File: src/rtl/alu_pkg.sv
// Shared opcode, flag-index and multiplier-state definitions for the alu_pipe datapath.
package alu_pkg;

  typedef enum logic [2:0] {
    OP_ADD = 3'd0,
    OP_SUB = 3'd1,
    OP_AND = 3'd2,
    OP_OR  = 3'd3,
    OP_XOR = 3'd4,
    OP_SLT = 3'd5,
    OP_SLL = 3'd6,
    OP_MUL = 3'd7
  } op_e;

  // Bit positions inside the {N,Z,C,V} flags vector.
  localparam int FLAG_N = 3;
  localparam int FLAG_Z = 2;
  localparam int FLAG_C = 1;
  localparam int FLAG_V = 0;

  typedef enum logic [1:0] {
    MUL_IDLE = 2'd0,
    MUL_BUSY = 2'd1,
    MUL_DONE = 2'd2
  } mul_state_e;

endpackage

File: src/rtl/alu_mul_seq.sv
// Sequential shift-add unsigned multiplier, one multiplier bit per cycle.
// Holds its product in DONE until the consumer acknowledges it.
module alu_mul_seq
  import alu_pkg::*;
#(
  parameter int WIDTH = 32
) (
  input  logic             clk,
  input  logic             rst_n,
  input  logic             start,
  input  logic [WIDTH-1:0] a,
  input  logic [WIDTH-1:0] b,
  input  logic             ack,
  output logic             busy,
  output logic             done,
  output logic             hi_nz,
  output logic [WIDTH-1:0] lo
);

  localparam int CW = $clog2(WIDTH);

  mul_state_e           state_q, state_d;
  logic [2*WIDTH-1:0]   acc_q, acc_d;
  logic [2*WIDTH-1:0]   mcand_q, mcand_d;
  logic [WIDTH-1:0]     mplier_q, mplier_d;
  logic [CW-1:0]        cnt_q, cnt_d;

  // Next-state and datapath update for the shift-add sequence.
  always_comb begin
    state_d  = state_q;
    acc_d    = acc_q;
    mcand_d  = mcand_q;
    mplier_d = mplier_q;
    cnt_d    = cnt_q;
    case (state_q)
      MUL_IDLE: begin
        if (start) begin
          state_d  = MUL_BUSY;
          acc_d    = '0;
          mcand_d  = {{WIDTH{1'b0}}, a};
          mplier_d = b;
          cnt_d    = '0;
        end else begin
          state_d  = MUL_IDLE;
        end
      end
      MUL_BUSY: begin
        if (mplier_q[0]) begin
          acc_d = acc_q + mcand_q;
        end else begin
          acc_d = acc_q;
        end
        mcand_d  = mcand_q << 1;
        mplier_d = mplier_q >> 1;
        cnt_d    = cnt_q + CW'(1);
        if (cnt_q == CW'(WIDTH - 1)) begin
          state_d = MUL_DONE;
        end else begin
          state_d = MUL_BUSY;
        end
      end
      MUL_DONE: begin
        if (ack) begin
          state_d = MUL_IDLE;
        end else begin
          state_d = MUL_DONE;
        end
      end
      default: state_d = MUL_IDLE;
    endcase
  end

  // Multiplier state register; reset drops any partial product.
  always_ff @(posedge clk or negedge rst_n) begin
    if (!rst_n) begin
      state_q  <= MUL_IDLE;
      acc_q    <= '0;
      mcand_q  <= '0;
      mplier_q <= '0;
      cnt_q    <= '0;
    end else begin
      state_q  <= state_d;
      acc_q    <= acc_d;
      mcand_q  <= mcand_d;
      mplier_q <= mplier_d;
      cnt_q    <= cnt_d;
    end
  end

  assign busy  = (state_q != MUL_IDLE);
  assign done  = (state_q == MUL_DONE);
  assign lo    = acc_q[WIDTH-1:0];
  assign hi_nz = |acc_q[2*WIDTH-1:WIDTH];

endmodule

File: src/rtl/alu_pipe.sv
// Registered ALU with valid/ready handshake and a one-entry output register.
// Define ALU_PIPE_MUL_EN to build the multi-cycle unsigned multiplier for op 7.
module alu_pipe
  import alu_pkg::*;
#(
  parameter int WIDTH = 32
) (
  input  logic             clk,
  input  logic             rst_n,
  input  logic             in_valid,
  output logic             in_ready,
  input  logic [2:0]       op,
  input  logic [WIDTH-1:0] src_a,
  input  logic [WIDTH-1:0] src_b,
  output logic             out_valid,
  input  logic             out_ready,
  output logic [WIDTH-1:0] result,
  output logic [3:0]       flags,
  output logic             out_err
);

  localparam int SHW = $clog2(WIDTH);

  op_e              op_s;
  logic             busy_s, out_free_s, accept_s, load_s;
  logic [WIDTH:0]   add_s, sub_s, sll_s;
  logic [WIDTH-1:0] alu_res_s, ld_res_s;
  logic             alu_c_s, alu_v_s, alu_err_s;
  logic             ld_c_s, ld_v_s, ld_err_s;
  logic [3:0]       ld_flags_s;

  logic             out_valid_q, out_valid_d;
  logic [WIDTH-1:0] result_q, result_d;
  logic [3:0]       flags_q, flags_d;
  logic             out_err_q, out_err_d;

  assign op_s       = op_e'(op);
  assign out_free_s = !out_valid_q || out_ready;
  assign in_ready   = !busy_s && out_free_s;
  assign accept_s   = in_valid && in_ready;

  // Carry/borrow/shift-out land in the extra top bit.
  assign add_s = {1'b0, src_a} + {1'b0, src_b};
  assign sub_s = {1'b0, src_a} - {1'b0, src_b};
  assign sll_s = {1'b0, src_a} << src_b[SHW-1:0];

`ifdef ALU_PIPE_MUL_EN
  logic             mul_start_s, mul_ack_s, mul_done_s, mul_hi_nz_s;
  logic [WIDTH-1:0] mul_lo_s;

  assign mul_start_s = accept_s && (op_s == OP_MUL);
  assign mul_ack_s   = mul_done_s && out_free_s;
  assign load_s      = (accept_s && (op_s != OP_MUL)) || mul_ack_s;

  alu_mul_seq #(.WIDTH(WIDTH)) u_mul (
    .clk   (clk),
    .rst_n (rst_n),
    .start (mul_start_s),
    .a     (src_a),
    .b     (src_b),
    .ack   (mul_ack_s),
    .busy  (busy_s),
    .done  (mul_done_s),
    .hi_nz (mul_hi_nz_s),
    .lo    (mul_lo_s)
  );
`else
  assign busy_s = 1'b0;
  assign load_s = accept_s;
`endif

  // Single-cycle op decode.
  always_comb begin
    alu_res_s = '0;
    alu_c_s   = 1'b0;
    alu_v_s   = 1'b0;
    alu_err_s = 1'b0;
    case (op_s)
      OP_ADD: begin
        alu_res_s = add_s[WIDTH-1:0];
        alu_c_s   = add_s[WIDTH];
        alu_v_s   = (src_a[WIDTH-1] == src_b[WIDTH-1]) && (add_s[WIDTH-1] != src_a[WIDTH-1]);
      end
      OP_SUB: begin
        alu_res_s = sub_s[WIDTH-1:0];
        alu_c_s   = sub_s[WIDTH];
        alu_v_s   = (src_a[WIDTH-1] != src_b[WIDTH-1]) && (sub_s[WIDTH-1] != src_a[WIDTH-1]);
      end
      OP_AND: alu_res_s = src_a & src_b;
      OP_OR:  alu_res_s = src_a | src_b;
      OP_XOR: alu_res_s = src_a ^ src_b;
      OP_SLT: alu_res_s = {{(WIDTH-1){1'b0}}, ($signed(src_a) < $signed(src_b))};
      OP_SLL: begin
        alu_res_s = sll_s[WIDTH-1:0];
        alu_c_s   = sll_s[WIDTH];
      end
`ifdef ALU_PIPE_MUL_EN
      OP_MUL: alu_res_s = '0;
`else
      OP_MUL: alu_err_s = 1'b1;
`endif
      default: alu_res_s = '0;
    endcase
  end

  // Select what the output register loads; a finished product takes priority.
  always_comb begin
    ld_res_s = alu_res_s;
    ld_c_s   = alu_c_s;
    ld_v_s   = alu_v_s;
    ld_err_s = alu_err_s;
`ifdef ALU_PIPE_MUL_EN
    if (mul_done_s) begin
      ld_res_s = mul_lo_s;
      ld_c_s   = mul_hi_nz_s;
      ld_v_s   = 1'b0;
      ld_err_s = 1'b0;
    end else begin
      ld_res_s = alu_res_s;
    end
`endif
    ld_flags_s         = 4'b0000;
    ld_flags_s[FLAG_N] = ld_res_s[WIDTH-1];
    ld_flags_s[FLAG_Z] = (ld_res_s == '0);
    ld_flags_s[FLAG_C] = ld_c_s;
    ld_flags_s[FLAG_V] = ld_v_s;
  end

  // Output register: load on refill, drop valid on drain, otherwise hold.
  always_comb begin
    out_valid_d = out_valid_q;
    result_d    = result_q;
    flags_d     = flags_q;
    out_err_d   = out_err_q;
    if (load_s) begin
      out_valid_d = 1'b1;
      result_d    = ld_res_s;
      flags_d     = ld_flags_s;
      out_err_d   = ld_err_s;
    end else if (out_ready) begin
      out_valid_d = 1'b0;
    end else begin
      out_valid_d = out_valid_q;
    end
  end

  // Output register state.
  always_ff @(posedge clk or negedge rst_n) begin
    if (!rst_n) begin
      out_valid_q <= 1'b0;
      result_q    <= '0;
      flags_q     <= 4'b0000;
      out_err_q   <= 1'b0;
    end else begin
      out_valid_q <= out_valid_d;
      result_q    <= result_d;
      flags_q     <= flags_d;
      out_err_q   <= out_err_d;
    end
  end

  assign out_valid = out_valid_q;
  assign result    = result_q;
  assign flags     = flags_q;
  assign out_err   = out_err_q;

endmodule
File: config.mk
export PLATFORM = sky130hd
export DESIGN_NAME = alu_pipe
export DESIGN_NICKNAME = d
export VERILOG_FILES = /design/src/rtl/alu_pkg.sv /design/src/rtl/alu_mul_seq.sv /design/src/rtl/alu_pipe.sv
export SDC_FILE = /design/constraint.sdc
export NUM_CORES = 1
export LEC_CHECK = 0
export CORE_MARGIN = 4
export CORE_UTILIZATION = 30
export CTS_CLUSTER_DIAMETER = 50
export DETAILED_ROUTE_END_ITERATION = 12
export GPL_TIMING_DRIVEN = 0
export PLACE_DENSITY = 0.53
export SYNTH_ARGS = -nofsm -noshare
export SYNTH_HDL_FRONTEND = slang
export SYNTH_SLANG_ARGS = --single-unit
File: constraint.sdc
create_clock -name clk -period 6.5 [get_ports clk]
set_clock_uncertainty 0.1 [all_clocks]
set_input_delay 0.975 -clock clk [delete_from_list [all_inputs] [get_ports clk]]
set_output_delay 0.975 -clock clk [all_outputs]
set_load 0.005 [all_outputs]
==> results of run 1 <==
==> power by group through the flow <==
stage | Clock (W) | Sequential (W) | Combinational [W]
5_1_grt | 0.000252 | 0.000295 | 0.00104
3_3_place_gp | 0 | 0.000294 | 0.000942
4_1_cts | 0.000239 | 0.000291 | 0.000946
2_1_floorplan | 0 | 0.000296 | 0.000523
6_report | 0.000234 | 0.000290 | 0.000976
3_5_place_dp | 0 | 0.000295 | 0.000939
==> stage by stage <==
stage               hold slack (ps)  cell area (µm²)
floorplan                       370             8720
global placement                363            10300
detailed placement              364            10300
CTS                             377            10400
global route                    405            10500
finish                          370            10500
==> kinds of logic (layout without fill, tap and decap cells) <==
kind of cell               count (synthesis)  in the layout
and+or+nand+nor                          396            396
muxes                                     59             59
buffers and inverters                    186            302
adders and majority gates                103            103
DFF                                       37             37
xor gates and xnor gates                  18             18
AOI/OAI and AO/OA                        437            437
==> registers in the layout (all words and copies together) (netlist names) <==
register	cells
result	32
flags	3
out_valid	1
out_err	1
==> synth_stat cells (all sizes together), types with 12 or more instances <==
library cell	n
o211ai	22
nand3	19
nor2b	18
nand2	132
buf	21
a21oi	116
nand4	19
dfrtp	37
mux2i	32
mux4	20
clkbuf	67
nor3	28
o22ai	13
o31ai	12
ha	101
xnor2	12
o21ai	95
a21o	13
nor4	15
a211oi	31
nor2	112
inv	97
==> routing by layer <==
metal / up-vias / routed length [µm] / global-route usage, %
li1: 4806 / - / -
met1: 5154 / 20100 / 39.3
met2: 586 / 20800 / 45.3
met3: 81 / 4320 / 4.39
met4: 2 / 1400 / 7.96
met5: - / 13 / 0
==> area by class of cell <==
cell class / count / area (µm²)
inverter: 98 / 372
sequential: 37 / 926
fill: 3204 / 18200
tap: 384 / 480
timing repair buffer: 109 / 1080
clock buffer: 6 / 129
clock inverter: 2 / 10.0
buffer: 87 / 350
multi-input combinational: 1013 / 7130
==> timing repair <==
item / 4_1_cts / 5_1_grt
gates resized for setup: 8 / 13
endpoints found under the setup margin: 5 / 4
setup buffers: 0 / 2
==> tightest hold or removal path, cell delays in order, from the launching register on <==
cell     delay, ps
dfrtp_1        340
nand2_1         50
nand2_1         50
==> path summary, 6_finish.rpt <==
| kind | endpoint |
|---|---|
| max | flags[2]$_DFFE_PN0P_ |
| min | result[29]$_DFFE_PN0P_ |
| max reg2reg | flags[2]$_DFFE_PN0P_ |
| min reg2reg | result[29]$_DFFE_PN0P_ |
| max in group asynchronous | result[25]$_DFFE_PN0P_ |
| min in group asynchronous | result[11]$_DFFE_PN0P_ |
==> flow_metrics.tcl, run 1 <==
set metrics [dict create \
    status "completed" \
    finish.utilization_pct 36.5 \
    grt_pass1_wl_um 66800 \
    critPathTopFamily "compound AO/OA/AOI/OAI gates" \
    r2r_slack_ps 3800 \
    clk_pin_slew_ps 50 \
    hold_viol 0 \
    cts_made_buffers 5 \
    routabilityCongestion 1.03 \
    min_path_type "reg2reg" \
    dp_hpwl_um 38100 \
    synth_edf_count 0 \
    vias 10600 \
    coreArea_mm2 0.0287 \
    viasPerCell 6.12 \
    wl_per_cell_um 26.9 \
    max_cap_violations 0 \
    synth_nets 1410 \
    maxSlewHeadroom_pct 30.3 \
    netlist_top_cells_area "ha_1 (14%), dfrtp_1 (11%), a21oi_1 (6.7%)" \
    crit_type "in2reg" \
    clkSinkCount 37 \
    rr_startpoint "out_valid$_DFFE_PN0P_" \
    start_util_pct 30.4 \
    syn_area_per_cell_um2 7.05 \
    post-route-min-period_ps 6290 \
    synth_compound_area_share_pct 33.2 \
    critPathRequiredTime_ps 6570 \
    grt_use_total_pct 28.2 \
    p_leak_nw 4.32 \
    io_buffers 107 \
    netlist_instances 1236 \
    fin_crit_sh_pct 96.8 \
    final_common_cell "nand2_1" \
    nets 1525 \
    rows 62 \
    synth_top_family_by_area "compound AO/OA/AOI/OAI gates" \
    internal_power_w 0.000773 \
    yosys.area_share.simple_pct 21.4 \
    cts_hold_buf 0 \
    dieArea_mm2 0.0319 \
    ys.flop_type "dfrtp_1" \
    overflow 0 \
    async_flop_share_pct 100 \
    die_height_um 178 \
    clock_latency_ps 280 \
    grt_antenna_before_repair 1 \
    diodes 0 \
    grt_pass1_vias 9875 \
    yosys.area_share.xor_xnor_pct 1.81 \
    clock_path_buffers 2 \
    tns_ps 0 \
    cp-startpoint "src_b[2]" \
    synth_seq_cells 37 \
    fmax_mhz 159 \
    seqPwrFrac_pct 19.3 \
    path_common_cell "clkbuf_2" \
    synth_top_area_share_pct 14.5 \
    syn_to_final_growth_pct 20.1 \
    die_w_um 178 \
    maxSlewViolCount 0 \
    whs_path_depth 2 \
    p_per_area_mw_per_mm2 143 \
    htree_num_levels 2 \
    synthAdderAreaFrac_pct 15.0 \
    crit_path_start_kind "input pin" \
    dr.pass1.iters 8 \
    layout.cells.non_filler 1736 \
    power_w 0.00150 \
    drt_iter0_drc 1381 \
    rsz0062_at_grt "no" \
    cts_tree "done" \
    final_cell_mix "nand2_1 (132), a21oi_1 (116), nor2_1 (111), clkdlybuf4s50_1 (106), ha_1 (101)" \
    routed_wl_um 46600 \
    grt_max_degree 38 \
    clkPwrFrac_pct 15.6 \
    worstMarginPinSlew_ps 1050 \
    place_ws_ps -941 \
    drive_gt1_share_pct 6.14 \
    yosys-mux-area-fraction_pct 9.74 \
    drt_drc_violations_left 0 \
    hold_start "result[29]$_DFFE_PN0P_" \
    ir_drop_mv 0.0962 \
    cpMaxStageDelayCell "a211oi_1" \
    arrival_ps 6370 \
    crit_chain "clkdlybuf4s50_1 > clkbuf_2 > inv_2 > clkbuf_2 > clkbuf_2 > ha_1 > clkbuf_1 > nand2b_1 > a21oi_1 > a211oi_1 > o21ai_0 > or3_1 > nor4b_1 > o32ai_1 > nor4_1 > nand4_1 > nor4_2 > a32o_2" \
    crit_path_end_kind "flop" \
    yosys_warnings 0 \
    io_pins 110 \
    switching_power_w 0.000727 \
    synth_area_mm2 0.00872 \
    seq_area_frac_synth_pct 10.6 \
    p_comb_share_pct 65.0 \
    place_inst 1727 \
    cts_root_buffer "clkbuf_16" \
    ys_types 82 \
    synth_top_area_cell "ha_1" \
    final_antenna_net_count 0 \
    critPathMaxStageDelay_ps 760 \
    worst-path-max-fanout 11 \
    swShare_pct 48.5 \
    setup_slack_ps 205 \
    final-setup-viol-count 0 \
    reg2regPathDepth 10 \
    path_depth 18 \
    cp.buffers_inverters 6 \
]
No activity file was read; power rests on OpenSTA's default activity.
==> run 2: changes to the inputs <==
--- a/config.mk
+++ b/config.mk
@@ -8,9 +8,10 @@
 export CORE_MARGIN = 4
 export CORE_UTILIZATION = 30
 export CTS_CLUSTER_DIAMETER = 50
+export CTS_CLUSTER_SIZE = 30
 export DETAILED_ROUTE_END_ITERATION = 12
 export GPL_TIMING_DRIVEN = 0
-export PLACE_DENSITY = 0.53
+export PLACE_DENSITY = 0.46
 export SYNTH_ARGS = -nofsm -noshare
 export SYNTH_HDL_FRONTEND = slang
 export SYNTH_SLANG_ARGS = --single-unit
==> run 2 against run 1 <==
Against the previous run: the flow now finishes with violations (max-capacitance violations); combinational power about the same; global-route usage increased by 0.34 points; highest routed layer is now met4; hold slack improved by 1.1 ps; register-to-register slack improved by 80 ps; flip-flop and latch count unchanged; clock power about the same; clock-buffer cell count unchanged; routed wire length decreased by 0.16%.
==> flow_metrics.tcl, run 2 (synthesis gave the netlist of run 1 again) <==
set metrics [dict create \
    max_cap_violations 1 \
    fin_crit_sh_pct 95.0 \
    dp_hpwl_um 38300 \
    grt_pass1_wl_um 67700 \
    drt_drc_violations_left 0 \
    cts_hold_buf 0 \
    reg2regPathDepth 10 \
    crit_chain "clkdlybuf4s50_1 > clkbuf_2 > clkinvlp_4 > clkbuf_2 > ha_1 > clkbuf_1 > o211ai_1 > o211ai_1 > buf_4 > nand2_1 > a21oi_1 > a21oi_1 > o21ai_0 > mux2_2 > a211o_1 > or4_4 > nor4_2 > a32o_2" \
    worstMarginPinSlew_ps 1480 \
    internal_power_w 0.000773 \
    p_comb_share_pct 64.9 \
    setup_slack_ps 326 \
    diodes 0 \
    dr.pass1.iters 5 \
    final_common_cell "nand2_1" \
    clk_pin_slew_ps 60 \
    io_buffers 107 \
    fmax_mhz 162 \
    final_antenna_net_count 0 \
    nets 1522 \
    grt_use_total_pct 28.6 \
    seqPwrFrac_pct 19.4 \
    drt_iter0_drc 1111 \
    vias 10600 \
    critPathTopFamily "buffers and inverters" \
    coreArea_mm2 0.0287 \
    viasPerCell 6.09 \
    rr_startpoint "out_valid$_DFFE_PN0P_" \
    cts_tree "done" \
    min_path_type "reg2reg" \
    cpMaxStageDelayCell "clkdlybuf4s50_1" \
    fillers 3130 \
    seq_area_um2 926 \
    clock_path_buffers 2 \
    final-setup-viol-count 0 \
    arrival_ps 6290 \
    endpoint "flags[2]$_DFFE_PN0P_" \
    r2r_slack_ps 3880 \
    place_ws_ps -942 \
    ir_drop_mv 0.0889 \
    status "complete, but fails checks" \
    rsz0062_at_grt "no" \
    crit_path_end_kind "flop" \
    overflow 0 \
    htree_num_levels 2 \
    hold_start "result[29]$_DFFE_PN0P_" \
    r2r_end "flags[2]$_DFFE_PN0P_" \
    die_height_um 178 \
    maxSlewHeadroom_pct 0.758 \
    critPathMaxStageDelay_ps 560 \
    post-route-min-period_ps 6170 \
    grt_antenna_before_repair 1 \
    routabilityCongestion 1.00 \
    clkPwrFrac_pct 15.7 \
    routed_wl_um 46500 \
    die_w_um 178 \
    largest_reg_flops 32 \
    cts_root_buffer "clkbuf_16" \
    critPathRequiredTime_ps 6620 \
    grt_pass1_vias 9902 \
    clkSinkCount 37 \
    swShare_pct 48.5 \
    cp.buffers_inverters 6 \
    path_depth 18 \
    io_pins 110 \
    p_per_area_mw_per_mm2 144 \
    violations "max-capacitance violations" \
    worst-path-max-fanout 11 \
    syn_to_final_growth_pct 19.8 \
    switching_power_w 0.000727 \
    multiInputGateArea_mm2 0.00712 \
    p_leak_nw 4.31 \
    rows 62 \
    drive_gt1_share_pct 5.78 \
    power_w 0.00150 \
    grt_max_degree 38 \
    clock_latency_ps 280 \
    wl_per_cell_um 26.9 \
    final_cell_mix "nand2_1 (132), a21oi_1 (116), nor2_1 (112), clkdlybuf4s50_1 (106), ha_1 (101)" \
    crit_type "in2reg" \
    maxSlewViolCount 0 \
    cts_made_buffers 5 \
    start_util_pct 30.4 \
    cp-startpoint "src_b[3]" \
    hold_viol 0 \
    dieArea_mm2 0.0319 \
    crit_path_start_kind "input pin" \
]
run 2: area by class of cell:
cell class | count | area share, %
buffer | 84 | 3.21
clock buffer | 6 | 1.23
clock inverter | 2 | 0.0958
inverter | 98 | 3.56
multi-input combinational | 1013 | 68.1
sequential | 37 | 8.86
tap | 384 | 4.60
timing repair buffer | 109 | 10.3
run 2: worst min-delay path by stage:
| stage | to | depth (start not counted) |
|---|---|---|
| detailed placement | result[29]$_DFFE_PN0P_ | 2 |
| finish | result[29]$_DFFE_PN0P_ | 2 |
| CTS | result[29]$_DFFE_PN0P_ | 2 |
| global route | result[5]$_DFFE_PN0P_ | 2 |
| floorplan | result[26]$_DFFE_PN0P_ | 2 |
| global placement | result[29]$_DFFE_PN0P_ | 2 |
run 2: through the flow:
stage / util (%) / hold slack (ps) / TNS, ps / cells / instance area [µm²]
2_1_floorplan: - / 370 / 0 / 1236 / 8720
3_3_place_gp: 35.8 / 364 / -3440 / 1727 / 10300
3_5_place_dp: 35.8 / 367 / -3140 / 1727 / 10300
4_1_cts: 36.3 / 381 / 0 / 1734 / 10400
5_1_grt: 36.4 / 397 / 0 / 1733 / 10500
6_report: 36.4 / 371 / 0 / 1733 / 10500
run 2: tightest hold or removal path, cell delays in order (launching register included):
cell and delay [ps]:
dfrtp_1 340, nand2_1 50, nand2_1 50
run 2: repair_timing:
item	CTS	global route
hold endpoints to repair	0	0
gates resized for setup	7	8
buffers inserted	0	2
pin swaps	0	2
setup endpoints to repair	3	2
run 2: per-layer routing:
layer	vias up	wire, µm	GRT usage [%]
li1	4793	-	-
met4	0	1490	7.93
met1	5117	20300	40.3
met5	-	0	0
met2	557	20500	45.1
met3	86	4270	4.73
run 2: power groups by stage:
stage          clock network [W]  registers [W]  logic, W
5_1_grt                 0.000251       0.000297   0.00104
3_3_place_gp                   0       0.000295  0.000942
2_1_floorplan                  0       0.000296  0.000523
4_1_cts                 0.000241       0.000291  0.000944
6_report                0.000236       0.000290  0.000974
3_5_place_dp                   0       0.000296  0.000938
